$ cat src/rtl/multdiv_pkg.sv
// rtl/multdiv_pkg.sv - shared types and constants for the multiply/divide sequencer
// Purpose: FSM state encoding, ALU operation codes and default step counts.
// Ports: none (package).
package multdiv_pkg;

  typedef enum logic [2:0] {
    ST_IDLE = 3'd0,
    ST_MULT = 3'd1,
    ST_DIV  = 3'd2,
    ST_FIX  = 3'd3,
    ST_DONE = 3'd4
  } state_t;

  localparam logic [1:0] ALU_NOP = 2'b00;
  localparam logic [1:0] ALU_ADD = 2'b01;
  localparam logic [1:0] ALU_SUB = 2'b10;

  localparam int MULT_STEPS_DEF = 16;
  localparam int DIV_STEPS_DEF  = 32;
  localparam int CNT_W_DEF      = 6;

endpackage

$ cat src/rtl/multdiv_step_counter.sv
// rtl/multdiv_step_counter.sv - step counter shared by multiply and divide
// Purpose: CNT_W-bit up counter with synchronous clear and count enable.
// Ports:
//   clock, reset_n : clock, synchronous active-low reset
//   i_clr          : clear to zero (wins over i_en)
//   i_en           : increment this cycle
//   i_tc_val       : terminal count to compare against
//   o_tc           : current count equals i_tc_val
module multdiv_step_counter
  import multdiv_pkg::*;
#(
  parameter int CNT_W = CNT_W_DEF
) (
  input  logic             clock,
  input  logic             reset_n,
  input  logic             i_clr,
  input  logic             i_en,
  input  logic [CNT_W-1:0] i_tc_val,
  output logic             o_tc
);

  logic [CNT_W-1:0] r_cnt;

  always_ff @(posedge clock) begin
    if (!reset_n) begin
      r_cnt <= '0;
    end else if (i_clr) begin
      r_cnt <= '0;
    end else if (i_en) begin
      r_cnt <= r_cnt + CNT_W'(1);
    end
  end

  assign o_tc = (r_cnt == i_tc_val);

endmodule

$ cat src/rtl/multdiv_sequencer.sv
// rtl/multdiv_sequencer.sv - control FSM for the shared multiply/divide datapath
// Purpose: sequences radix-4 Booth multiply and non-restoring divide (+1 correction).
// Ports:
//   clock, reset_n          : clock, synchronous active-low reset
//   ctrl_MULT, ctrl_DIV     : single-cycle operation requests (multiply wins)
//   divisor_zero            : divisor operand is zero, valid in request cycle
//   booth_bits              : {Q[1],Q[0],Q[-1]} for Booth decode
//   acc_msb, alu_sign       : partial remainder sign, current ALU result sign
//   mult_overflow           : datapath overflow flag, valid in DONE
//   dp_load, dp_shift       : operand load / commit-and-shift strobes
//   alu_op, alu_x2          : ALU op (NOP/ADD/SUB) and 2x multiplicand select
//   q_bit, fix_remainder    : quotient bit, remainder correction commit
//   sign_fix                : apply operand sign correction
//   busy, data_resultRDY    : operation in progress, one-cycle result pulse
//   data_exception          : qualifies data_resultRDY
module multdiv_sequencer
  import multdiv_pkg::*;
#(
  parameter int MULT_STEPS = MULT_STEPS_DEF,
  parameter int DIV_STEPS  = DIV_STEPS_DEF,
  parameter int CNT_W      = CNT_W_DEF
) (
  input  logic       clock,
  input  logic       reset_n,
  input  logic       ctrl_MULT,
  input  logic       ctrl_DIV,
  input  logic       divisor_zero,
  input  logic [2:0] booth_bits,
  input  logic       acc_msb,
  input  logic       alu_sign,
  input  logic       mult_overflow,
  output logic       dp_load,
  output logic       dp_shift,
  output logic [1:0] alu_op,
  output logic       alu_x2,
  output logic       q_bit,
  output logic       fix_remainder,
  output logic       sign_fix,
  output logic       busy,
  output logic       data_resultRDY,
  output logic       data_exception
);

  localparam logic [CNT_W-1:0] MULT_TC = CNT_W'(MULT_STEPS - 1);
  localparam logic [CNT_W-1:0] DIV_TC  = CNT_W'(DIV_STEPS - 1);

  state_t           r_state;
  state_t           w_state_n;
  logic             r_div_zero;
  logic             r_is_mult;
  logic             w_cnt_clr;
  logic             w_cnt_en;
  logic [CNT_W-1:0] w_tc_val;
  logic             w_tc;

  multdiv_step_counter #(
    .CNT_W (CNT_W)
  ) u_step_counter (
    .clock    (clock),
    .reset_n  (reset_n),
    .i_clr    (w_cnt_clr),
    .i_en     (w_cnt_en),
    .i_tc_val (w_tc_val),
    .o_tc     (w_tc)
  );

  always_ff @(posedge clock) begin
    if (!reset_n) begin
      r_state    <= ST_IDLE;
      r_div_zero <= 1'b0;
      r_is_mult  <= 1'b0;
    end else begin
      r_state <= w_state_n;
      // Remember which operation finishes in DONE so the exception source is right.
      if (dp_load) begin
        r_div_zero <= ~ctrl_MULT & ctrl_DIV & divisor_zero;
        r_is_mult  <= ctrl_MULT;
      end
    end
  end

  always_comb begin
    w_state_n      = r_state;
    w_cnt_clr      = 1'b0;
    w_cnt_en       = 1'b0;
    w_tc_val       = MULT_TC;
    dp_load        = 1'b0;
    dp_shift       = 1'b0;
    alu_op         = ALU_NOP;
    alu_x2         = 1'b0;
    q_bit          = 1'b0;
    fix_remainder  = 1'b0;
    sign_fix       = 1'b0;
    busy           = 1'b0;
    data_resultRDY = 1'b0;
    data_exception = 1'b0;

    case (r_state)
      ST_IDLE, ST_DONE: begin
        if (r_state == ST_DONE) begin
          data_resultRDY = 1'b1;
          data_exception = r_div_zero | (r_is_mult & mult_overflow);
          w_state_n      = ST_IDLE;
        end
        dp_load = ctrl_MULT | ctrl_DIV;
        if (ctrl_MULT) begin
          w_state_n = ST_MULT;
          w_cnt_clr = 1'b1;
        end else if (ctrl_DIV) begin
          // A zero divisor skips the datapath entirely and reports straight away.
          w_state_n = divisor_zero ? ST_DONE : ST_DIV;
          w_cnt_clr = 1'b1;
        end
      end

      ST_MULT: begin
        busy     = 1'b1;
        dp_shift = 1'b1;
        w_cnt_en = 1'b1;
        w_tc_val = MULT_TC;
        case (booth_bits)
          3'b001, 3'b010: alu_op = ALU_ADD;
          3'b011: begin
            alu_op = ALU_ADD;
            alu_x2 = 1'b1;
          end
          3'b100: begin
            alu_op = ALU_SUB;
            alu_x2 = 1'b1;
          end
          3'b101, 3'b110: alu_op = ALU_SUB;
          default: alu_op = ALU_NOP;
        endcase
        if (w_tc) w_state_n = ST_DONE;
      end

      ST_DIV: begin
        busy     = 1'b1;
        dp_shift = 1'b1;
        w_cnt_en = 1'b1;
        w_tc_val = DIV_TC;
        alu_op   = acc_msb ? ALU_ADD : ALU_SUB;
        q_bit    = ~alu_sign;
        if (w_tc) w_state_n = ST_FIX;
      end

      ST_FIX: begin
        busy     = 1'b1;
        sign_fix = 1'b1;
        // Negative final remainder needs the divisor added back once.
        if (acc_msb) begin
          alu_op        = ALU_ADD;
          fix_remainder = 1'b1;
        end
        w_state_n = ST_DONE;
      end

      default: w_state_n = ST_IDLE;
    endcase
  end

endmodule

$ cat config.mk
export PLATFORM = sky130hd
export DESIGN_NAME = multdiv_sequencer
export DESIGN_NICKNAME = d
export VERILOG_FILES = /design/src/rtl/multdiv_pkg.sv /design/src/rtl/multdiv_step_counter.sv /design/src/rtl/multdiv_sequencer.sv
export SDC_FILE = /design/constraint.sdc
export NUM_CORES = 1
export LEC_CHECK = 0
export CAP_MARGIN = 20
export CORE_MARGIN = 2
export CORE_UTILIZATION = 47
export CTS_CLUSTER_SIZE = 25
export DETAILED_ROUTE_END_ITERATION = 7
export GPL_ROUTABILITY_DRIVEN = 0
export PLACE_DENSITY = 0.92
export SYNTH_ARGS = -nofsm -noshare
export SYNTH_HDL_FRONTEND = slang
export SYNTH_SLANG_ARGS = --single-unit
$ cat constraint.sdc
create_clock -name clock -period 4 [get_ports clock]
set_clock_uncertainty 0.1 [all_clocks]
set_input_delay 0.6 -clock clock [delete_from_list [all_inputs] [get_ports clock]]
set_output_delay 0.6 -clock clock [all_outputs]
set_load 0.01 [all_outputs]
# After elaboration in Yosys (flattened, before gate mapping)
# Cells that the tools add are included.
# op_classes
bitwise_logic	8
mux	28
eq_ne	14
add_sub_neg	1
n_reduce_logical	9
# ops
cell	count
2-to-1 mux 3 bit	6
2-to-1 mux 1 bit	17
== test 3 x 2 -> 1 bit (second input constant)	4
== test 3 bit (second input constant)	4
case mux 3 bit (4 select lines)	1
OR reduction 3 bit	3
OR reduction 2 bit	4
adder 6 x 1 -> 6 bit (second input constant)	1
== test 3 x 1 -> 1 bit (second input constant)	2
== test 6 x 5 -> 1 bit	1
case mux 2 bit (3 select lines)	1
2-to-1 mux 5 bit	1
inequality test 2 x 1 -> 1 bit (second input constant)	2
inequality test 4 bit (second input constant)	1
case mux 2 bit (2 select lines)	1
AND 1 bit	3
logical NOT 3 bit	1
NOT 1 bit	3
AND reduction 3 bit	1
2-to-1 mux 2 bit	1
bitwise OR 1 bit	2
# word_totals
output_inout_bits	11
reg_bits	11
wordCells	64
input_bits	11

# Longest topological paths before layout
# depth
word_depth	5
mapped_depth	4
ltp_nobuf	4

# By module
# From an unflattened synthesis, not the netlist that was laid out.
# unflattened
hier_cells	97
hier_area_um2	774.5
# modules_own_cells
module	cells_each	area_each_um2	instances	seq_area_each_um2
multdiv_sequencer	64	465.4	1	100.1
multdiv_step_counter	33	309.0	1	120.1

# Worst setup path before layout
# Ideal clock, no wire load.
# synth_timing
path_type	input -> output
start	input port booth_bits[2]
end	output port alu_op[0]
arrival_time_ns	1.191
path_slack_ns	2.109
required_time_ns	3.300
path_stages	2
cell_sequence	or3_1 > a21oi_1
# synth_between
elab_chain_cells	4
elab_cells_between_ends	10
cone_classes	eq/ne: 6; mux: 2; reduce/logical: 2
# synth_rtl
item	line_no	text
start, declared	multdiv_sequencer.sv:28	input logic [2:0] booth_bits,
== test 3 bit, or another cell as far along	multdiv_sequencer.sv:121	case (booth_bits)
OR reduction 3 bit (no source line)	-	
case mux 2 bit (2 select lines) (*)	multdiv_sequencer.sv:121	
case mux 2 bit (3 select lines) (*)	multdiv_sequencer.sv:98	case (r_state)
end, declared	multdiv_sequencer.sv:34	output logic [1:0] alu_op,
# Every way passes the cells marked *; elsewhere a longest branch is shown, timed or not.

# Worst setup path after layout
# layout_timing
start	input port booth_bits[0]
end	output port alu_op[0]
# Same word-level chain as after synthesis.

==> metrics.yaml <==
detailed_routing:
  drc: 0
  first_pass_iters: 4
  met3_length_um: 51
  antenna_left: 0
  via_count: 719
  wl_met2_um: 836
  wl_met1_um: 670
  drt_iter0_drc: 15
  topRoutingLayerUsed: "met4"
  viasPerCell: 5.80
  wl_um: 1600
  wl_per_cell_um: 12.9
global_route:
  grt_max_degree: 17
  grt-ovfl-total: 0
  grt_pass1_wl_um: 2590
  grt_pass1_vias: 632
  grt_antenna_before_repair: 0
  track_usage_pct: 19.9
clock_network:
  cts_buffers: 3
  root_buffer: "clkbuf_4"
  clockBufferDepth: 2
  post_cts_resized: 0
  hold_buffers: 0
  clk_latency_ps: 280
  postCtsSetupRepairBufs: 0
  cts_tree: "yes"
  htreeDepth: 1
  clk_pin_slew_ps: 70
  cts.sinks: 11
critical_path:
  crit_path_end_kind: "primary output"
  r2r_cells: 3
  reg2reg_slack_ps: 2230
  cp-startpoint: "booth_bits[0]"
  r2r_end: "u_step_counter.r_cnt[5]$_SDFFE_PP0P_"
  crit_end: "alu_op[0]"
  rr_startpoint: "r_state[0]$_SDFFE_PN0P_"
  criticalPathCategory: "in -> out"
  crit_path_max_fanout: 3
  critical_path_arrival_ps: 2250
  start_kind: "input pin"
  worstPathRequired_ps: 3300
floorplanning:
  die_w_um: 42.1
  ios: 22
  dieArea_mm2: 0.00177
  rows: 13
  initial_core_util_pct: 51.0
  fp.dieH_um: 42.1
  core-area_mm2: 0.00133
logic_synthesis:
  synth_largest_area_cell: "dfxtp_1"
  ys_async_sr_fraction_pct: 0
  yosysWarningCount: 0
  yosysSeqAreaShare_pct: 32.4
  synthTopCellsByCount: "11 x dfxtp_1, 10 x a21oi_1, 9 x nor2_1"
  synthTopCellsByArea: "dfxtp_1 32%, a21oi_1 7.4%, nor2_1 5.0%"
  ys_seq_elements: 11
  yosysTopAreaCellShare_pct: 32.4
  synth.cell_area_um2: 681
  avgSynthCellArea_um2: 7.65
  syn_nets: 101
  syn_inst: 89
  synth_most_common_cell: "dfxtp_1"
  synth_enable_flop_cells: 0
  ys_types: 33
  synth-main-ff-cell: "dfxtp_1"
timing:
  worst_pin_slew_ps: 792
  setup_tns_ps: 0
  timing.final.crit_share_pct: 73.7
  fmax_ghz: 0.339
  period_minus_slack_ps: 2950
  slew_viol_final: 0
  finalSetupViolCount: 0
  rsz0062_at_grt: "false"
  hold_violations: 0
  setup_ws_ps: 1050
  relSlewSlack_pct: 46.8
power_and_ir_drop:
  p_per_area_mw_per_mm2: 317
  leakage_nw: 0.316
  irDropWorstVdd_v: 0.000223
layout:
  syn_to_final_growth_pct: 34.0
  layout.nets: 122
  diodes: 0
  drive_gt1_share_pct: 2.75
flow_run:
  cap_violations: 0
placed_design:
  io_buffers: 21
  dp_hpwl_um: 1120
  pre_cts_slack_ps: 1060
worst_hold_path:
  hp-class: "reg -> reg"
  hold_depth: 2
status:
  status: "complete, no violations"
==> placed cells by master, fill, tap and decap left out, drive strengths merged <==
cell type	n
nand4b	3
or2	2
or4	2
nor3	2
o221ai	1
clkdlybuf4s50	21
ha	1
mux2i	2
o31ai	2
nor2	9
a21boi	2
or3b	1
nand2b	1
nand3b	1
a32oi	1
clkbuf	4
and3	2
nand2	5
a21oi	10
nor3b	1
dfxtp	11
nor4	1
or3	4
and2	1
o21ai	8
xnor2	1
nor2b	4
o2bb2ai	1
inv	3
o21a	1
and3b	1
==> flip-flops by register name, summed over array words and instances, names as in the netlist <==
register              cells
u_step_counter.r_cnt      6
r_div_zero                1
r_state                   3
r_is_mult                 1
==> how the worst min path moves through the flow <==
stage | startpoint | end
2_1_floorplan | u_step_counter.r_cnt[5]$_SDFFE_PP0P_ | u_step_counter.r_cnt[5]$_SDFFE_PP0P_
3_3_place_gp | u_step_counter.r_cnt[5]$_SDFFE_PP0P_ | u_step_counter.r_cnt[5]$_SDFFE_PP0P_
3_5_place_dp | r_is_mult$_SDFFE_PN0P_ | r_is_mult$_SDFFE_PN0P_
4_1_cts | u_step_counter.r_cnt[5]$_SDFFE_PP0P_ | u_step_counter.r_cnt[5]$_SDFFE_PP0P_
5_1_grt | r_is_mult$_SDFFE_PN0P_ | r_is_mult$_SDFFE_PN0P_
6_report | u_step_counter.r_cnt[5]$_SDFFE_PP0P_ | u_step_counter.r_cnt[5]$_SDFFE_PP0P_
==> final cells by class <==
| cell class | count | area (µm²) |
|---|---|---|
| Multi-Input combinational cell | 70 | 425 |
| Fill cell | 119 | 422 |
| Sequential cell | 11 | 220 |
| Timing Repair Buffer | 21 | 210 |
| Clock buffer | 4 | 26.3 |
| Tap cell | 15 | 18.8 |
| Inverter | 3 | 11.3 |
==> power by group <==
group	switching (mW)	internal, mW
sequential	0.0113	0.115
combinational	0.0390	0.0438
clock	0.0410	0.0388
total	0.0913	0.198
==> per-stage QoR <==
stage / hold WS [ps] / instances / power [mW] / cell area, µm² / util, %
4_1_cts: 385 / 124 / 0.292 / 912 / 68.4
6_report: 380 / 124 / 0.289 / 912 / 68.4
5_1_grt: 414 / 124 / 0.307 / 912 / 68.4
3_5_place_dp: 368 / 120 / 0.211 / 886 / 66.4
2_1_floorplan: 347 / 89 / 0.176 / 681 / -
3_3_place_gp: 362 / 120 / 0.209 / 886 / 66.4
==> cell families (layout without fill, tap and decap cells) <==
family                     after synthesis  count (layout)  synth area share, %
AOI/OAI and AO/OA                       26              26                 22.6
xor gates and xnor gates                 1               1                 1.29
adders and majority gates                1               1                 1.84
buffers and inverters                    8              28                 5.15
DFF                                     11              11                 32.4
muxes                                    2               2                 2.94
and+or+nand+nor                         40              40                 33.8
==> metal layers <==
metal | up-vias | GRT usage (%)
met5 | - | 0
met1 | 338 | 20.7
li1 | 364 | -
met2 | 12 | 34.1
met3 | 5 | 7.76
met4 | 0 | 11.3
==> critical path: stages <==
cell and delay [ps]:
clkdlybuf4s50_1 500, nor2_1 70, or3_1 300, a21oi_1 180, clkdlybuf4s50_1 590
(Power assumes the default switching activity.)
